### config.mk
export PLATFORM = sky130hd
export DESIGN_NAME = uart_tx_ctrl
export DESIGN_NICKNAME = d
export VERILOG_FILES = /design/src/rtl/uart_tx_ctrl.sv
export SDC_FILE = /design/constraint.sdc
export NUM_CORES = 1
export LEC_CHECK = 0
export ABC_AREA = 1
export BUFFER_PORTS_ARGS = -buffer_cell sky130_fd_sc_hd__buf_4
export CORE_AREA = 2 2 39 41
export DETAILED_ROUTE_END_ITERATION = 6
export DIE_AREA = 0 0 41 43
export SYNTH_ARGS = -nofsm -noshare
export SYNTH_HDL_FRONTEND = slang
export SYNTH_SLANG_ARGS = --single-unit
### constraint.sdc
create_clock -name clk -period 1.6 [get_ports clk]
set_input_delay 0.32 -clock clk [delete_from_list [all_inputs] [get_ports clk]]
set_output_delay 0.32 -clock clk [all_outputs]
set_load 0.05 [all_outputs]
### src/rtl/uart_tx_ctrl.sv
// UART transmit controller.
// Sequences one frame per accepted word: start bit, DATA_WIDTH data bits
// taken from an external serializer (LSB first), an optional parity bit and
// one stop bit. One clk cycle is one bit period. A new word may be accepted
// in the stop cycle, so frames can run back-to-back without an idle gap.
module uart_tx_ctrl #(
    parameter int DATA_WIDTH = 8
) (
    input  logic                  clk,
    input  logic                  rst,
    input  logic [DATA_WIDTH-1:0] p_data,
    input  logic                  data_valid,
    input  logic                  par_en,
    input  logic                  par_typ,
    input  logic                  ser_data,
    input  logic                  ser_done,
    output logic                  ser_load,
    output logic                  ser_en,
    output logic                  tx_out,
    output logic                  busy,
    output logic                  accept
);

    typedef enum logic [2:0] {
        IDLE   = 3'd0,
        START  = 3'd1,
        DATA   = 3'd2,
        PARITY = 3'd3,
        STOP   = 3'd4
    } state_t;

    state_t state;

    // Frame configuration captured at accept; later host changes are ignored
    // until the next word is taken.
    logic par_en_q;
    logic par_bit_q;

    // Window in which a host word can be taken: idle, or the stop bit of the
    // previous frame (back-to-back transmission).
    logic load_window;

    // Parity bit of a word: XOR reduction gives even parity, inverting it
    // gives odd parity.
    function automatic logic parity_of(input logic [DATA_WIDTH-1:0] word,
                                       input logic                  odd);
        return (^word) ^ odd;
    endfunction

    assign load_window = data_valid && ((state == IDLE) || (state == STOP));

    // The state register reads IDLE while rst is low, so the handshake is
    // gated explicitly to keep it quiet during reset.
    assign accept   = rst && load_window;
    assign ser_load = accept;

    // Frame sequencer: state, busy flag and latched frame configuration.
    always_ff @(posedge clk or negedge rst) begin
        if (!rst) begin
            state     <= IDLE;
            busy      <= 1'b0;
            par_en_q  <= 1'b0;
            par_bit_q <= 1'b0;
        end else begin
            if (load_window) begin
                par_en_q  <= par_en;
                par_bit_q <= parity_of(p_data, par_typ);
            end

            case (state)
                IDLE: begin
                    if (data_valid) begin
                        state <= START;
                        busy  <= 1'b1;
                    end
                end
                START: begin
                    state <= DATA;
                end
                DATA: begin
                    // ser_done marks the cycle carrying the last data bit,
                    // so the frame moves on at the end of that cycle.
                    if (ser_done) begin
                        state <= par_en_q ? PARITY : STOP;
                    end
                end
                PARITY: begin
                    state <= STOP;
                end
                STOP: begin
                    if (data_valid) begin
                        state <= START;
                    end else begin
                        state <= IDLE;
                        busy  <= 1'b0;
                    end
                end
                default: begin
                    state <= IDLE;
                    busy  <= 1'b0;
                end
            endcase
        end
    end

    // Line driver: pure decode of the current bit, no extra register stage.
    always_comb begin
        tx_out = 1'b1;
        case (state)
            IDLE:    tx_out = 1'b1;
            START:   tx_out = 1'b0;
            DATA:    tx_out = ser_data;
            PARITY:  tx_out = par_bit_q;
            STOP:    tx_out = 1'b1;
            default: tx_out = 1'b1;
        endcase
    end

    // Serializer shift enable: the start cycle shifts out bit 0, then each
    // data cycle advances until the serializer reports its last bit.
    always_comb begin
        ser_en = 1'b0;
        if (state == START) begin
            ser_en = 1'b1;
        end else if ((state == DATA) && !ser_done) begin
            ser_en = 1'b1;
        end
    end

endmodule

After elaboration in Yosys (flattened, before gate mapping) --
Cells that the tools add are included.
Cells by class: multiplexer cells 11, reductions and logical operators 10, equality and inequality tests 7, bitwise operators 2
Operator list (number):
- one-hot mux 3 bit (5 select lines) | 1
- two-way mux 3 bit | 3
- XOR reduction 8 bit | 1
- == test 3 x 2 -> 1 bit (second input constant) | 2
- inequality test 2 bit (second input constant) | 3
- one-hot mux 1 bit (3 select lines) | 2
- two-way mux 1 bit | 5
- == test 3 x 1 -> 1 bit (second input constant) | 1
- == test 3 bit (second input constant) | 1
- logical AND 1 bit | 3
- zero test 3 bit | 1
- AND reduction 3 bit | 1
- OR reduction 3 bit | 1
- AND reduction 2 bit | 1
- zero test 1 bit | 1
- logical OR 1 bit | 1
- NOT 1 bit | 1
- XOR 1 bit | 1
Word-level totals: bits in registers 6, input port bits 15, logic and storage cells 34, output and inout bits 5

Logic depth before layout (Yosys ltp) --
Gate-level depths: netlist of the first run.
depth in word-level cells 4, depth in mapped cells 10, gate-level depth less buffers 10

Worst setup path after synthesis of the first run --
OpenSTA, ideal clock, no wires.
path kind flip-flop to output port, start point reg state[1], end point out ser_load, stages on the path, launching flop included 5, required time 1280 ps, buffers on the path 1, data arrival time 1674 ps, path slack -394 ps, cell sequence dfrtp_1 nor2_2 nand2_2 nor2_1 buf_4
Between the ends: word-level cells in the longest chain between the ends 4, elaborated cells on any way between the ends 5, those cells by class eq/ne: 1; reduce/logical: 4
Ends and longest elaborated chain:
- start: declaration | line 32 | state_t state;
- start signal: assignment | line 84 | state <= par_en_q ? PARITY : STOP;
- == test 3 bit or zero test 3 bit (tied branches) | line 50 | assign load_window = data_valid && ((state == IDLE) || (state == STOP));
- logical OR 1 bit * | line 50
- logical AND 1 bit * | line 50
- logical AND 1 bit * | line 54 | assign accept = rst && load_window;
- end: declaration | line 17 | output logic ser_load,
Every way passes the cells marked *; elsewhere a longest branch is shown, timed or not.

Worst setup path after layout of the first run --
start point reg state[1], end point out accept
Between the ends: word-level cells in the longest chain between the ends 4, elaborated cells on any way between the ends 5, those cells by class eq/ne: 1; reduce/logical: 4
Ends and longest elaborated chain:
- == test 3 bit or zero test 3 bit (tied branches) | line 50
- logical OR 1 bit * | line 50
- logical AND 1 bit * | line 50
- logical AND 1 bit * | line 54
- end: declaration | line 21 | output logic accept
Marks and branches as above.

==> results of run 1 <==
sequential cells by signal, indices dropped and copies added (netlist names):
name	count
busy	1
par_bit_q	1
par_en_q	1
state	3
cell usage after synthesis:
| master | instances | area, um^2 |
|---|---|---|
| maj3_2 | 1 | 11.26 |
| a21oi_1 | 1 | 5.000 |
| inv_2 | 4 | 15.01 |
| a211oi_2 | 1 | 12.51 |
| buf_4 | 1 | 7.510 |
| dfrtp_1 | 6 | 150.1 |
| inv_1 | 10 | 37.54 |
| o21ai_2 | 1 | 8.760 |
| nand3_1 | 6 | 30.03 |
| nand2_1 | 27 | 101.4 |
| xor2_1 | 1 | 8.760 |
| nor2_1 | 4 | 15.01 |
| nand2_2 | 1 | 6.260 |
| nand4_1 | 1 | 6.260 |
| or2_4 | 1 | 8.760 |
| o21ai_1 | 1 | 5.000 |
| nor3_1 | 1 | 5.000 |
| a31oi_1 | 1 | 6.260 |
| o21ai_4 | 1 | 16.27 |
| nor2_2 | 1 | 6.260 |
metrics by stage:
stage                     util, %  cells
after floorplan                 -     71
after global placement      45.21    105
after detailed placement    45.21    105
after CTS                   49.73    111
after global routing        51.36    111
final                       51.36    111
worst max path at each step:
stage,from,cells past startpoint,slack [ps],endpoint
6_report,state[1]$_DFFE_PN0P_,4,-2,accept
5_1_grt,state[0]$_DFFE_PN0P_,5,-70,ser_en
4_1_cts,state[1]$_DFFE_PN0P_,4,-20,ser_load
3_5_place_dp,state[2]$_DFFE_PN0P_,5,190,ser_en
3_3_place_gp,state[2]$_DFFE_PN0P_,5,210,ser_en
2_1_floorplan,state[1]$_DFFE_PN0P_,4,60,ser_load
power by group through the flow:
stage | sequential, mW | clock (mW) | combinational (mW)
after floorplan | 0.328 | 0 | 0.505
after global placement | 0.299 | 0 | 0.722
after detailed placement | 0.298 | 0 | 0.725
after CTS | 0.298 | 0.145 | 0.799
after global routing | 0.318 | 0.157 | 0.914
final | 0.311 | 0.135 | 0.851
metal layers:
metal  GRT usage (%)  vias to the layer above  part of all wire (%)
met4           10.00                        0                     0
met3           4.712                        0                   3.5
met2           21.88                       14                    54
met5               0                        -                     0
met1           15.23                      222                    42
li1                -                      268                     -
timing repair:
action / 4_1_cts / 5_1_grt
resized for setup: 4 / 6
hold buffers: 1 / 0
endpoints found under the setup margin: 3 / 4
hold endpoints to repair: 6 / 0
setup buffers: 2 / 0
cloned: 0 / 0
pin swaps: 1 / 1
placed cells by master, fill, tap and decap left out, types with 3 or more instances in the layout:
| cell | n |
|---|---|
| inv_1 | 10 |
| dfrtp_1 | 5 |
| inv_2 | 4 |
| buf_6 | 3 |
| nand3_1 | 5 |
| nand2_1 | 26 |
| buf_4 | 17 |
| nor2_1 | 3 |
| clkbuf_4 | 3 |
critical path, delay by kind of cell, from the launching register on:
kind	cells	cell delay [ps]
buf+inv	1	160
simple gates	3	420
flops	1	450
cells by family after synthesis:
| group | Yosys count | share of synthesized area [%] |
|---|---|---|
| DFF | 6 | 32.43 |
| AOI/OAI and AO/OA | 6 | 11.62 |
| buffers and inverters | 15 | 12.97 |
| xor gates and xnor gates | 1 | 1.892 |
| and+or+nand+nor | 42 | 38.65 |
| adders and majority gates | 1 | 2.432 |
area by class of cell:
cell class / count / share of cell area [%]
inverters: 14 / 7.394
repair buffers: 22 / 26.23
flip-flops and latches: 6 / 21.30
multi-input cells: 50 / 39.08
clock buffers: 3 / 3.169
well taps: 16 / 2.817
==> impl_summary.log, run 1 <==
[metrics] antenna violations before repair: 0
[metrics] CP required: ~1300 ps
[metrics] cell area after technology mapping: about 460 um^2
[metrics] die height: 43 um
[metrics] clk slew on worst S/H paths: 40 ps
[metrics] Slew headroom: around four fifths
[metrics] post-layout instance area: about 710 um^2
[metrics] switching power total: approximately 0.65 mW
[metrics] Net Sw Frac: 50.28%
[metrics] wire length of the first global-routing pass: about 1700 um
[metrics] failing checks: negative setup slack
[metrics] worst-path cell chain: nor2_2 -> nand2_2 -> nor2_4 -> buf_6
[metrics] area of the multi-input gates: around 280 um^2
[metrics] cell area after placement: ~630 um^2
[metrics] total clock buffers created by CTS: 3
[metrics] worst hold start: par_en
[metrics] hold path cells: 3
[metrics] Comb power frac: about 66%
[metrics] Detailed Routing Iterations Pass 1: 3
[metrics] final number of setup-violating endpoints: 2
[metrics] slew at the pin closest to its max-slew limit: 296.4 ps
[metrics] Max clock buf depth: 2
[metrics] initial DRC count: 4
[metrics] total wirelength of the detailed-routed design: about 1100 um
[metrics] CTS Sinks: 6
[metrics] count of nets left with antenna violations after detail routing: 0
[metrics] final weighted congestion in routability-driven placement: roughly 0.70
[metrics] Overall Global Routing Usage: 14.18%
[metrics] total number of vias: roughly 500
[metrics] largest net degree at the start of global routing: 7
[metrics] Fin. Hold Viols: 0
[metrics] Die Wd: slightly above 40 um
[metrics] filler cell count: about 150
[metrics] Worst Setup Slack, final: -1.574 ps
[metrics] library cell used as clock root buffer: clkbuf_4
[metrics] CP max stage cell: dfrtp_2
[metrics] number of I/O pins: 20
[metrics] clock latency reported for the late side of the worst-skew pair: between 200 and 250 ps
[metrics] type of the most critical hold path: in -> reg
[metrics] maximum single-stage delay on the critical path: between 400 and 500 ps
[metrics] register-to-register setup slack: 330 ps
[metrics] DRC errors left: 0
[metrics] critical path endpoint category: output port
[metrics] vias in the first global route: 446
[metrics] Power, Total: ~1.3 mW
[metrics] run status: finished with violations
[metrics] clock skew: just over 0.8 ps
[metrics] total congestion overflow: 0
[metrics] path type of the worst setup path: reg -> out
[metrics] minimum setup slack after placement: approximately 190 ps
[metrics] flops & latches, synth: 6
[metrics] worst endpoint data arrival time: approximately 1300 ps
[metrics] number of placement rows: 14
[metrics] share of total power in the clock network: around a tenth
[metrics] clock tree from TritonCTS: yes
[metrics] fraction of the cycle the final worst path needs: 100.1%
[metrics] number of I/O port buffers: 19
[metrics] total die area: between 1500 and 2000 um^2
[metrics] power share of the sequential group: about a quarter
[metrics] achievable clock frequency: 0.6244 GHz
[metrics] worst vdd rail ir drop: around 0.60 mV
[metrics] HPWL reported at the end of detailed placement: ~800 um
[metrics] Mean Syn Cell Area: 6.520 um^2
[metrics] initial core utilization: 33.45%
[metrics] net count of the mapped netlist: 86
[metrics] total negative slack for setup checks: -2.905 ps
[metrics] count of cell types in the netlist: 20
[metrics] number of max-capacitance violations reported: 0
[metrics] total number of yosys warnings: 0
[metrics] launching point of the worst reg2reg path: state[0]$_DFFE_PN0P_
[metrics] vias per cell: 4.541
[metrics] per-cell routed wire length: about 9.6 um
[metrics] area growth from synthesis to layout: 53.51%
[metrics] number of nets in the layout: about 110
[metrics] capture instance of the worst register-to-register path: state[0]$_DFFE_PN0P_
[metrics] crit start category: register
[metrics] Clock H-tree levels: 1
[metrics] number of cells produced by synthesis: 71
[metrics] share of post-route cells with drive strength above 1: a little over two fifths
[metrics] CP max FO: 5
[metrics] core outline area: about 1400 um^2
[metrics] Hold EP: par_en_q$_DFFE_PN0P_
[metrics] internal power of the cells: roughly 0.64 mW
[metrics] setup repair after global routing missed its margin: yes
[metrics] worst hold slack after final layout: ~280 ps
[metrics] crit path time final: about 1600 ps
[metrics] power density relative to cell area: 1825 nW/um^2
[metrics] total area of sequential cells: around 150 um^2
[metrics] sequential element share of the synthesized area: approximately 32%
[metrics] number of slew-limit violations in the final report: 0
[metrics] R2R cell count: 6
[metrics] total inserted antenna cells: 0
[metrics] standby leakage power: roughly 0.40 nW
(Power assumes the default switching activity.)
==> run 2, diff against run 1 <==
CTS_BUF_LIST = sky130_fd_sc_hd__clkbuf_16   (was not set)
==> impl_summary.log, run 2 (synthesized netlist as in run 1, its figures left out) <==
[metrics] launching point of the worst reg2reg path: state[0]$_DFFE_PN0P_
[metrics] Overall Global Routing Usage: 14.26% (+0.072 points)
[metrics] total die area: 1763 um^2 (unchanged)
[metrics] vias in the first global route: 452 (+1.3%)
[metrics] power density relative to cell area: 2063 nW/um^2 (+13%)
[metrics] area growth from synthesis to layout: 67.57%
[metrics] number of slew-limit violations in the final report: 0 (unchanged)
[metrics] crit start category: register
[metrics] clock skew: 0.5665 ps (-0.2608 ps)
[metrics] crit path time final: 1588 ps (-13.35 ps)
[metrics] clk slew on worst S/H paths: 30 ps (about the same)
[metrics] antenna violations before repair: 0 (unchanged)
[metrics] CP required: 1280 ps (about the same)
[metrics] run status: completed
[metrics] CTS Sinks: 6 (unchanged)
[metrics] wire length of the first global-routing pass: 1669 um (+0.79%)
[metrics] total clock buffers created by CTS: 3 (unchanged)
[metrics] final weighted congestion in routability-driven placement: 0.7040 (unchanged)
[metrics] total wirelength of the detailed-routed design: 1130 um (+5.5%)
[metrics] Critical path destination: ser_load
[metrics] achievable clock frequency: 0.6296 GHz (+0.84%)
[metrics] Net Sw Frac: 43.37% (-6.9 points)
[metrics] die height: 43 um (unchanged)
[metrics] number of max-capacitance violations reported: 0 (unchanged)
[metrics] share of total power in the clock network: 24.7% (+14 points)
[metrics] CP max FO: 5 (unchanged)
[metrics] number of placement rows: 14 (unchanged)
[metrics] Slew headroom: 80.33% (+0.16 points)
[metrics] post-layout instance area: 775.7 um^2 (+9.2%)
[metrics] power share of the sequential group: 19.6% (-4.4 points)
[metrics] library cell used as clock root buffer: clkbuf_16
[metrics] Fin. Hold Viols: 0 (unchanged)
[metrics] Largest register FFs: 3 (unchanged)
[metrics] total congestion overflow: 0 (unchanged)
[metrics] Max clock buf depth: 2 (unchanged)
[metrics] Detailed Routing Iterations Pass 1: 3 (unchanged)
[metrics] Clock H-tree levels: 1 (unchanged)
[metrics] Biggest register: state
[metrics] number of nets in the layout: 115 (+2.7%)
[metrics] setup repair after global routing missed its margin: yes
[metrics] minimum setup slack after placement: 188.1 ps (unchanged)
[metrics] per-cell routed wire length: 9.912 um (+2.7%)
[metrics] clock latency reported for the late side of the worst-skew pair: 220 ps (-20 ps)
[metrics] Worst Setup Slack, final: 11.77 ps (+13.35 ps)
[metrics] leading cell type in the layout, fill and taps excluded: nand2_1
[metrics] switching power total: 0.6940 mW (+6.4%)
[metrics] total inserted antenna cells: 0 (unchanged)
[metrics] critical path endpoint category: output port
[metrics] share of post-route cells with drive strength above 1: 43.88% (+1.8 points)
[metrics] path type of the worst setup path: reg -> out
[metrics] worst endpoint data arrival time: 1270 ps (about the same)
[metrics] HPWL reported at the end of detailed placement: 783 um (unchanged)
[metrics] core outline area: 1384 um^2 (unchanged)
[metrics] fraction of the cycle the final worst path needs: 99.26% (-0.83 points)
[metrics] count of nets left with antenna violations after detail routing: 0 (unchanged)
[metrics] number of I/O pins: 20 (unchanged)
[metrics] internal power of the cells: 0.9062 mW (+41%)
[metrics] cell area after placement: 625.6 um^2 (unchanged)
[metrics] commonest non-fill, non-tap cells in the layout: nand2_1 (26), buf_4 (23), inv_1 (10)
[metrics] Comb power frac: 55.8% (-9.8 points)
[metrics] R2R cell count: 6 (unchanged)
[metrics] register-to-register setup slack: 370 ps (+40 ps)
[metrics] Die Wd: 41 um (unchanged)
[metrics] slew at the pin closest to its max-slew limit: 294.0 ps (-2.400 ps)
[metrics] total number of vias: 522 (+3.6%)
[metrics] vias per cell: 4.579 (+0.85%)
[metrics] largest net degree at the start of global routing: 7 (unchanged)
[metrics] clock tree from TritonCTS: yes
[metrics] type of the most critical hold path: in -> reg
[metrics] Power, Total: 1.600 mW (+23%)
[metrics] worst vdd rail ir drop: 0.7092 mV (+19%)
[metrics] final number of setup-violating endpoints: 0 (-2)
[metrics] capture instance of the worst register-to-register path: state[0]$_DFFE_PN0P_
[metrics] Critical Path Source: state[1]$_DFFE_PN0P_
[metrics] standby leakage power: 0.4335 nW (+8.2%)
[metrics] DRC errors left: 0 (unchanged)
[metrics] number of I/O port buffers: 19 (unchanged)
[metrics] initial core utilization: 33.45% (unchanged)
[metrics] initial DRC count: 3 (-1)
-- run 2: cell types whose count changed in the layout (fill, tap and decap cells not counted), sizes merged --
| cell | delta |
|---|---|
| buf | +3 |
-- run 2: metal layers --
layer	share of wire [%]	vias up	global-route usage, %
met1	42	234	16.12
met5	0	-	0
met2	54	14	21.25
met4	0	0	10.00
met3	4.2	0	4.712
li1	-	274	-
-- run 2: how the worst min path moves through the flow --
stage / start / end / slack [ps] / cells past startpoint
after floorplan: rst / busy$_DFFE_PN0P_ / 20 / 0
after global placement: rst / state[1]$_DFFE_PN0P_ / 130 / 1
after detailed placement: rst / busy$_DFFE_PN0P_ / 140 / 1
after CTS: par_en / par_en_q$_DFFE_PN0P_ / 300 / 3
after global routing: par_en / par_en_q$_DFFE_PN0P_ / 330 / 3
final: par_en / par_en_q$_DFFE_PN0P_ / 300 / 3
-- run 2: layout make-up --
cell class              instances  area [um^2]
clock buffers                   3        75.07
multi-input cells              50        279.0
repair buffers                 25        197.7
well taps                      16        20.02
inverters                      14        52.55
fillers                       138        608.1
flip-flops and latches          6        151.4
-- run 2: critical path: stages, from the launching register on --
cell     delay, ps
dfrtp_2        450
nor2_2         160
nand2_2        130
nor2_4         100
buf_4          200
-- run 2: what timing repair did --
| item | 4_1_cts | 5_1_grt |
|---|---|---|
| hold buffers | 1 | 0 |
| setup endpoints to repair | 1 | 3 |
| endpoints found under the hold margin | 6 | 0 |
| gates resized for setup | 2 | 5 |
| pin swaps | 2 | 1 |
| buffers inserted | 3 | 2 |
-- run 2: through the flow --
| step | hold slack (ps) | setup TNS, ps | cells | utilization [%] |
|---|---|---|---|---|
| 6_report | 296.7 | 0 | 114 | 56.06 |
| 5_1_grt | 333.2 | -63.81 | 114 | 56.06 |
| 4_1_cts | 299.9 | 0 | 112 | 53.62 |
| 3_5_place_dp | 136.1 | 0 | 105 | 45.21 |
| 3_3_place_gp | 133.8 | 0 | 105 | 45.21 |
| 2_1_floorplan | 24.41 | 0 | 71 | - |
-- run 2: power groups by stage --
stage | logic (mW) | clock network (mW) | registers [mW]
floorplan | 0.505 | 0 | 0.328
global placement | 0.722 | 0 | 0.299
detailed placement | 0.725 | 0 | 0.298
CTS | 0.795 | 0.405 | 0.300
global route | 0.958 | 0.412 | 0.318
finish | 0.892 | 0.395 | 0.313
